## src/rtl/load_store_unit.sv

```systemverilog
// Load/store unit: takes the ALU effective address and rs2 data, issues one
// memory access at a time over a valid/ready port, steers store lanes,
// aligns/extends load data and reports misaligned, illegal or timed-out accesses.
module load_store_unit #(
  parameter int unsigned TIMEOUT = 255
) (
  input  logic        clk,
  input  logic        rst,
  input  logic        start,
  input  logic        is_store,
  input  logic [2:0]  funct3,
  input  logic [31:0] addr,
  input  logic [31:0] wdata,
  output logic        mem_req_valid,
  input  logic        mem_req_ready,
  output logic [31:0] mem_addr,
  output logic        mem_we,
  output logic [3:0]  mem_wstrb,
  output logic [31:0] mem_wdata,
  input  logic        mem_rsp_valid,
  input  logic [31:0] mem_rdata,
  output logic [31:0] rdata,
  output logic        done,
  output logic        fault,
  output logic [1:0]  fault_cause,
  output logic        busy
);

  localparam int unsigned CNT_W = 32;

  localparam logic [1:0] S_IDLE = 2'd0;
  localparam logic [1:0] S_REQ  = 2'd1;
  localparam logic [1:0] S_WAIT = 2'd2;
  localparam logic [1:0] S_FIN  = 2'd3;

  localparam logic [1:0] C_NONE  = 2'd0;
  localparam logic [1:0] C_MISAL = 2'd1;
  localparam logic [1:0] C_ILLEG = 2'd2;
  localparam logic [1:0] C_TMO   = 2'd3;

  logic [1:0]       r_state, w_state;
  logic             r_req_valid, w_req_valid;
  logic [31:0]      r_addr, w_addr;
  logic             r_we, w_we;
  logic [3:0]       r_wstrb, w_wstrb;
  logic [31:0]      r_wdata, w_wdata;
  logic [31:0]      r_rdata, w_rdata;
  logic             r_done, w_done;
  logic             r_fault, w_fault;
  logic [1:0]       r_cause, w_cause;
  logic             r_busy, w_busy;
  logic [2:0]       r_funct3, w_funct3;
  logic [1:0]       r_off, w_off;
  logic [CNT_W-1:0] r_cnt, w_cnt;

  logic             w_illegal;
  logic             w_misal;
  logic [3:0]       w_st_strb;
  logic [31:0]      w_st_data;
  logic [31:0]      w_rsh;
  logic [31:0]      w_ld_data;
  logic             w_tmo;

  // Decode an incoming request: legality, alignment and store lane steering.
  always_comb begin
    w_illegal = is_store ? (funct3 >= 3'd3)
                         : (funct3 == 3'd3 || funct3 == 3'd6 || funct3 == 3'd7);
    w_misal   = (funct3[1:0] == 2'd1 && addr[0]) ||
                (funct3[1:0] == 2'd2 && addr[1:0] != 2'd0);
    case (funct3[1:0])
      2'd0: begin
        w_st_strb = 4'b0001 << addr[1:0];
        w_st_data = {4{wdata[7:0]}};
      end
      2'd1: begin
        w_st_strb = 4'b0011 << addr[1:0];
        w_st_data = {2{wdata[15:0]}};
      end
      default: begin
        w_st_strb = 4'b1111;
        w_st_data = wdata;
      end
    endcase
  end

  // Align the returned word to the addressed lane and extend per funct3.
  always_comb begin
    w_rsh = mem_rdata >> {r_off, 3'b000};
    case (r_funct3)
      3'd0:    w_ld_data = {{24{w_rsh[7]}}, w_rsh[7:0]};
      3'd1:    w_ld_data = {{16{w_rsh[15]}}, w_rsh[15:0]};
      3'd4:    w_ld_data = {24'd0, w_rsh[7:0]};
      3'd5:    w_ld_data = {16'd0, w_rsh[15:0]};
      default: w_ld_data = mem_rdata;
    endcase
  end

  // Timeout fires on the cycle the access would reach TIMEOUT cycles outstanding.
  assign w_tmo = (TIMEOUT != 0) && ((r_cnt + CNT_W'(1)) == CNT_W'(TIMEOUT));

  // Next-state and next-output logic.
  always_comb begin
    w_state     = r_state;
    w_req_valid = r_req_valid;
    w_addr      = r_addr;
    w_we        = r_we;
    w_wstrb     = r_wstrb;
    w_wdata     = r_wdata;
    w_rdata     = r_rdata;
    w_done      = 1'b0;
    w_fault     = 1'b0;
    w_cause     = r_cause;
    w_funct3    = r_funct3;
    w_off       = r_off;
    w_cnt       = r_cnt;

    case (r_state)
      S_IDLE: begin
        if (start) begin
          w_funct3 = funct3;
          w_off    = addr[1:0];
          if (w_illegal) begin
            w_state = S_FIN;
            w_done  = 1'b1;
            w_fault = 1'b1;
            w_cause = C_ILLEG;
          end else if (w_misal) begin
            w_state = S_FIN;
            w_done  = 1'b1;
            w_fault = 1'b1;
            w_cause = C_MISAL;
          end else begin
            w_state     = S_REQ;
            w_req_valid = 1'b1;
            w_addr      = {addr[31:2], 2'b00};
            w_we        = is_store;
            w_wstrb     = is_store ? w_st_strb : 4'b0000;
            w_wdata     = is_store ? w_st_data : r_wdata;
            w_cnt       = '0;
          end
        end
      end

      S_REQ: begin
        w_cnt = r_cnt + CNT_W'(1);
        if (mem_req_ready || w_tmo) begin
          w_req_valid = 1'b0;
          w_we        = 1'b0;
          w_wstrb     = 4'b0000;
        end
        if (mem_req_ready && r_we) begin
          w_state = S_FIN;
          w_done  = 1'b1;
          w_cause = C_NONE;
        end else if (w_tmo) begin
          w_state = S_FIN;
          w_done  = 1'b1;
          w_fault = 1'b1;
          w_cause = C_TMO;
        end else if (mem_req_ready) begin
          w_state = S_WAIT;
        end
      end

      S_WAIT: begin
        w_cnt = r_cnt + CNT_W'(1);
        if (mem_rsp_valid) begin
          w_state = S_FIN;
          w_rdata = w_ld_data;
          w_done  = 1'b1;
          w_cause = C_NONE;
        end else if (w_tmo) begin
          w_state = S_FIN;
          w_done  = 1'b1;
          w_fault = 1'b1;
          w_cause = C_TMO;
        end
      end

      default: begin
        w_state = S_IDLE;
      end
    endcase

    w_busy = (w_state != S_IDLE);
  end

  // State and output registers with synchronous reset.
  always_ff @(posedge clk) begin
    if (rst) begin
      r_state     <= S_IDLE;
      r_req_valid <= 1'b0;
      r_addr      <= '0;
      r_we        <= 1'b0;
      r_wstrb     <= '0;
      r_wdata     <= '0;
      r_rdata     <= '0;
      r_done      <= 1'b0;
      r_fault     <= 1'b0;
      r_cause     <= C_NONE;
      r_busy      <= 1'b0;
      r_funct3    <= '0;
      r_off       <= '0;
      r_cnt       <= '0;
    end else begin
      r_state     <= w_state;
      r_req_valid <= w_req_valid;
      r_addr      <= w_addr;
      r_we        <= w_we;
      r_wstrb     <= w_wstrb;
      r_wdata     <= w_wdata;
      r_rdata     <= w_rdata;
      r_done      <= w_done;
      r_fault     <= w_fault;
      r_cause     <= w_cause;
      r_busy      <= w_busy;
      r_funct3    <= w_funct3;
      r_off       <= w_off;
      r_cnt       <= w_cnt;
    end
  end

  assign mem_req_valid = r_req_valid;
  assign mem_addr      = r_addr;
  assign mem_we        = r_we;
  assign mem_wstrb     = r_wstrb;
  assign mem_wdata     = r_wdata;
  assign rdata         = r_rdata;
  assign done          = r_done;
  assign fault         = r_fault;
  assign fault_cause   = r_cause;
  assign busy          = r_busy;

endmodule

```

## config.mk

```make
export PLATFORM = sky130hd
export DESIGN_NAME = load_store_unit
export DESIGN_NICKNAME = d
export VERILOG_FILES = /design/src/rtl/load_store_unit.sv
export SDC_FILE = /design/constraint.sdc
export NUM_CORES = 1
export LEC_CHECK = 0
export BUFFER_PORTS_ARGS = -buffer_cell sky130_fd_sc_hd__buf_2
export CAP_MARGIN = 20
export CELL_PAD_IN_SITES_DETAIL_PLACEMENT = 1
export CELL_PAD_IN_SITES_GLOBAL_PLACEMENT = 1
export CORE_ASPECT_RATIO = 0.9
export CORE_UTILIZATION = 40
export CTS_BUF_LIST = sky130_fd_sc_hd__clkbuf_16
export DETAILED_ROUTE_END_ITERATION = 7
export PLACE_DENSITY_LB_ADDON = 0.1
export SYNTH_ARGS = -nofsm -noshare
export SYNTH_HDL_FRONTEND = slang
export SYNTH_SLANG_ARGS = --single-unit
```

## constraint.sdc

```tcl
create_clock -name clk -period 8.2 [get_ports clk]
set_input_delay 0 -clock clk [delete_from_list [all_inputs] [get_ports clk]]
set_output_delay 0 -clock clk [all_outputs]
set_load 0.005 [all_outputs]
```

# ---- After elaboration in Yosys (flattened, before gate mapping)
# Index checks and enable logic that the tools add are counted.
dict set report word_totals {
  register_bits 144
  inputBits 105
  output_inout_bits 107
  elab_cells 109
}
dict set report op_classes {
  add_sub_neg 1
  magnitude_cmp 1
  eq_ne 16
  shifts 3
  n_mux 49
  bitwise_logic 2
  n_reduce_logical 23
}
# operator count
set op_table {}
lappend op_table {{one-hot mux 32 bit (2 select lines)} 2}
lappend op_table {{one-hot mux 32 bit (4 select lines)} 1}
lappend op_table {{two-way mux 32 bit} 3}
lappend op_table {{adder 32 x 1 -> 32 bit (second input constant)} 1}
lappend op_table {{equality test 32 x 8 -> 1 bit (second input constant)} 1}
lappend op_table {{right shift 32 x 5 -> 16 bit} 1}
lappend op_table {{two-way mux 2 bit} 14}
lappend op_table {{two-way mux 4 bit} 5}
lappend op_table {{two-way mux 1 bit} 16}
lappend op_table {{one-hot mux 4 bit (2 select lines)} 2}
lappend op_table {{equality test 3 bit (second input constant)} 4}
lappend op_table {{one-hot mux 2 bit (3 select lines)} 2}
lappend op_table {{AND reduction 5 bit} 2}
lappend op_table {{inequality test 2 bit (second input constant)} 4}
lappend op_table {{AND reduction 4 bit} 2}
lappend op_table {{nonzero test 2 bit} 4}
lappend op_table {{one-hot mux 1 bit (3 select lines)} 2}
lappend op_table {{equality test 2 x 1 -> 1 bit (second input constant)} 2}
lappend op_table {{equality test 2 bit (second input constant)} 2}
lappend op_table {{logical NOT 2 bit} 2}
lappend op_table {{logical OR 1 bit} 4}
lappend op_table {{one-hot mux 1 bit (2 select lines)} 2}
lappend op_table {{AND reduction 2 bit} 2}
lappend op_table {{left shift 1 x 2 -> 4 bit (first input constant)} 1}
lappend op_table {{11 further kinds} 14}

# ---- Longest topological paths before layout
dict set report logic_depth {
  depth_word 8
  ltp_mapped 10
  ltp_nobuf 9
}

# ---- Worst setup path before layout
# OpenSTA, ideal clock, no wires.
dict set report synth_timing {
  path_type {register -> register}
  startpoint {register r_cnt[0]}
  endpoint {register r_cause[1], in the netlist fault_cause[1]}
  setup_ps 86
  arrival_ps 2744
  required_time_ps 8114
  setup_slack_ps 5370
  stages_incl_launch_ff 11
  n_path_buf 1
  period_less_slack_ps 2830
  cell_sequence {dfxtp_1 ha_1 nand3_1 buf_2 nor4_1 xnor2_1 o21ai_0 nor4b_1 and4_4 o21ai_2 a221oi_2}
}
dict set report synth_via {
  elab_chain_len 5
  word_cells_on_any_way 6
  cone_classes {add/sub (1); eq/ne (1); mux (4)}
}
# element line_no
set synth_lines {}
lappend synth_lines {{from (decl)} 54} ;# logic [CNT_W-1:0] r_cnt, w_cnt;
lappend synth_lines {{from (signal assigned)} 219} ;# r_cnt <= w_cnt;
lappend synth_lines {{adder 32 x 1 -> 32 bit *} 99} ;# assign w_tmo = (TIMEOUT != 0) && ((r_cnt + CNT_W'(1)) == CNT_W'(TIMEOUT));
lappend synth_lines {{equality test 32 x 8 -> 1 bit *} 99}
lappend synth_lines {{two-way mux 2 bit *} n/a}
lappend synth_lines {{two-way mux 2 bit (on tied branches)} n/a}
lappend synth_lines {{one-hot mux 2 bit (3 select lines) *} n/a}
lappend synth_lines {{to (signal assigned)} 215} ;# r_cause <= w_cause;
lappend synth_lines {{to (decl)} 50} ;# logic [1:0] r_cause, w_cause;
# Every way passes the cells marked *; elsewhere a longest branch is shown, timed or not.
# A chain may end at the register's enable or synchronous reset.

# ---- Worst setup path in the final report
dict set report layout_timing {
  startpoint {register r_state[0]}
  endpoint {register r_wdata[10], in the netlist mem_wdata[10]}
}
dict set report layout_via {
  elab_chain_len 2
}
# element line_no
set layout_lines {}
lappend layout_lines {{from (decl)} 41} ;# logic [1:0] r_state, w_state;
lappend layout_lines {{from (signal assigned)} 206} ;# r_state <= w_state;
lappend layout_lines {{logical NOT 2 bit} 117} ;# case (r_state)
lappend layout_lines {{AND reduction 5 bit (no source line)} n/a}
lappend layout_lines {{to (signal assigned)} 211} ;# r_wdata <= w_wdata;
lappend layout_lines {{to (decl)} 46} ;# logic [31:0] r_wdata, w_wdata;
# No other way between the ends.

==> metrics list <==
- The flow ran to the end, and the final reports show no timing, DRC or antenna violations.
- The synthesized design contains 0 enable-type register cells.
- Clock buffers created by TritonCTS: 17
- Area of the multi-input gates: 4056 um^2
- Across every metal layer, demand over resource in global routing totals between 20% and 30%.
- Slew Limit Fails: 0
- Placeable Area: 17,730 um^2
- Synthesis inferred 144 register bits.
- Area Overhead vs Synth: 36.60%
- Endpoint class of the critical path: register
* Post-DP HPWL: about 17,000 um
* Slowest cell on the critical path: and2_2
* Total Die Area: 18,750 um^2
- The design draws between 2 and 2.5 mW.
- The critical path is of the reg -> reg type.
- The worst path uses a little over two fifths of the clock period.
- For this run, design rule violations remaining after detail routing come to 0.
* Critical path data required time: roughly 8.6 ns
- Most instantiated library cell after synthesis: nand2_1
* Ratio of cells with drive above 1 in the final layout: ~22%
- # resized after CTS: 0
- Worst reg2reg path startpoint: r_state[0]
- Reg2Reg Setup Slack: around 4.7 ns
- Counting flops with an async set or reset pin after synthesis yields a share of 0%.
- For the worst setup path, the data arrival time is roughly 3.8 ns.
* Ys Warns: 0
- The worst hold path was traced through 4 stages.
- Summed instance area of the synthesized netlist: roughly 7300 um^2
* Total number of placement rows: 46
* Buffers and inverters on the worst path: 3
* Total grt overflow: 0
* LEAKAGE: between 3 and 4 nW
- 212 I/O pins were placed.
* Final wirelength: 27,920 um
* Endpoint of the worst hold-timing path: rdata[15]
* Vertical die dimension: roughly 130 um
- Commonest cells post-synth: nand2_1, dfxtp_1, a21oi_1, nor2_1, clkbuf_1
- Average wire per cell in the routed design: about 19 um
- STA classifies the critical path startpoint as a register.
- Top fanout value on the critical path: 48
- Crit-path cells: inv_1, ha_1, nand2_1, nor2_2, buf_4, and2_2, nor2_1, a311oi_1, dlygate4sd3_1
* Timing-limited maximum frequency: 289.6 MHz
* Placement Setup Slack: about 4.8 ns
- Counting cells, the worst reg-to-reg path comes to 9.
- Final Non-Filler Cells: between 1,000 and 1,500
- In this design, the stage delay of the slowest critical-path cell is between 0.8 and 0.9 ns.
- Setup ws final: ~4.7 ns
- H-tree Lvls: 4
- The tool flagged a number of max-cap violations equal to 0.
- DRT antenna net count: 0
- The number of antenna violations at the first check in global routing came to 0.
- The number of setup buffers added after CTS is 0.
- Library cell occupying the most area in the post-synthesis netlist: dfxtp_1
- The number of global-route vias before repair came to 8,110.
- Summed negative setup slack over all endpoints: 0 ns
- Port Buf Inserts: between 200 and 250
- In this run the most critical hold path is launched from mem_rdata[15].
- For the pin with the worst max-slew slack, the measured transition is between 0.9 and 1 ns.
- Post-synth cell types: between 60 and 70
- Fraction of the yosys area taken by sequential cells: approximately two fifths
* Worst hold-check path type: in -> reg
- Endpoints failing setup: 0
* Register area: 2883 um^2
- Prevailing post-synth register cell: dfxtp_1
* Clock Pin Slew Worst Setup and Hold Paths: about 0.070 ns
* Number of standard cells after synthesis: approximately 970
* Maximum resistive drop on vdd: approximately 0.15 mV
- Hold Fails Final Rpt: 0
* Layout net count: 1,339
* Overall via count from detail_route: between 8,000 and 9,000
- Counting along the longest clock path gives a buffer depth of 2.
* Placed cell count: 1,348
- Headroom to the max-slew limit came out at approximately two fifths.
* Initial core utilization: 41.08%
- Power per cell area: 217.7 nW/um^2
* Clock tree from TritonCTS: built
* Cell at the root of the clock tree: clkbuf_16
- A synthesized cell averages 7.499 um^2.
- Drt pass-1 iters: 4
* Crit Reg-Reg Endpoint: mem_wdata[10]
- Global-route wire length before repair: between 40,000 and 50,000 um
* Worst-case clock skew: 0.01791 ns
* Fraction of synthesized cell area taken by the top area cell type: about two fifths
- Overall die width: ~140 um
* Pin count of the biggest net entering global routing: 81
- Sorting the synthesized cells by area gives the leading types as dfxtp_1, nand2_1, a21oi_1, nor2_1, mux2i_1.
* Routability cong.: 0.8187
- Violation count after the first detailed-route iteration: around 420
- Setup repair after global routing missed its margin: no
* Family with the most delay on the worst path: simple AND/OR/NAND/NOR gates
* Via-per-instance ratio: approximately 5.5
- Min Clock Period, post-route: between 3 and 4 ns
- Clock latency at the later pin of the worst-skew pair: about 0.44 ns
- Layout fillers: roughly 2,200
- CTS sink cnt: approximately 140
[layout make-up]
cell class,instances,share of cell area (%)
flip-flops and latches,144,28.98
well taps,240,3.019
inverters,9,0.3396
clock inverters,15,1.522
diodes,1,0.02516
clock buffers,17,4.277
repair buffers,315,21.06
multi-input cells,740,40.78
[cells by family after synthesis]
logic type                 after synthesis  synth area share [%]
and+or+nand+nor                        427                 26.82
AOI/OAI and AO/OA                      263                 22.08
DFF                                    144                 39.59
buffers and inverters                   88                 4.811
muxes                                   29                 4.003
xor gates and xnor gates                12                 1.443
adders and majority gates                7                 1.203
other                                    1               0.05150
[state kept, by name, indices dropped and copies added (netlist names)]
signal	count
mem_wdata	32
r_cnt	32
rdata	32
mem_addr	30
mem_wstrb	4
r_funct3	3
fault_cause	2
r_off	2
r_state	2
busy	1
done	1
fault	1
mem_req_valid	1
mem_we	1
[worst reg2reg max path, stage by stage (launching register included)]
cell and delay, ns:
dfxtp_1 0.33, inv_1 0.13, ha_1 0.43, nand2_1 0.29
nor2_2 0.14, buf_4 0.36, and2_2 0.81, nor2_1 0.09
a311oi_1 0.24, dlygate4sd3_1 0.57
[cells in the final DEF (no fill, tap or decap), types with 17 or more instances in the layout]
cell type      instances
o21ai_0               56
dfxtp_1              144
dlygate4sd3_1        100
a21oi_1              113
nor2_1               112
nand3_1               22
a211oi_1              33
mux2i_1               28
nand2_1              196
clkbuf_16             17
a311oi_1              23
buf_2                208
[where the power goes]
| part | internal [mW] | total [mW] | switching, mW |
|---|---|---|---|
| logic | 0.213 | 0.574 | 0.361 |
| clock network | 0.428 | 0.777 | 0.349 |
| registers | 0.763 | 0.815 | 0.0520 |
[routing by layer]
metal  global-route usage (%)  vias up  routed length (um)
li1                         -     3919                   -
met1                    38.56     3942               12680
met2                    49.08      245               12910
met3                    7.560       42                1786
met4                    9.659        0                 542
met5                        0        -                   0
[repair_timing]
item / CTS / global route
hold buffers: 100 / 0
endpoints found under the setup margin: 0 / 0
hold endpoints to repair: 98 / 0
[how the worst max path moves through the flow]
stage	startpoint	end	slack [ns]	cells after the start
6_report	r_state[0]	mem_wdata[10]	4.75	9
5_1_grt	r_state[0]	mem_wdata[10]	4.39	9
4_1_cts	r_state[0]	mem_wstrb[3]	4.76	10
3_5_place_dp	r_state[0]	mem_wstrb[3]	4.80	10
3_3_place_gp	r_state[0]	mem_wstrb[3]	4.87	10
2_1_floorplan	r_cnt[0]	fault_cause[1]	5.37	10
[metrics by stage]
stage | util (%) | cell area, um^2 | hold slack [ns]
detailed placement | 47.20 | 8367 | 0.2474
finish | 56.11 | 9947 | 0.01923
global route | 56.10 | 9945 | 0.03197
floorplan | - | 7286 | 0.1360
global placement | 47.20 | 8367 | 0.2413
CTS | 56.10 | 9945 | 0.01063
Power figures use the tool's default switching activity.
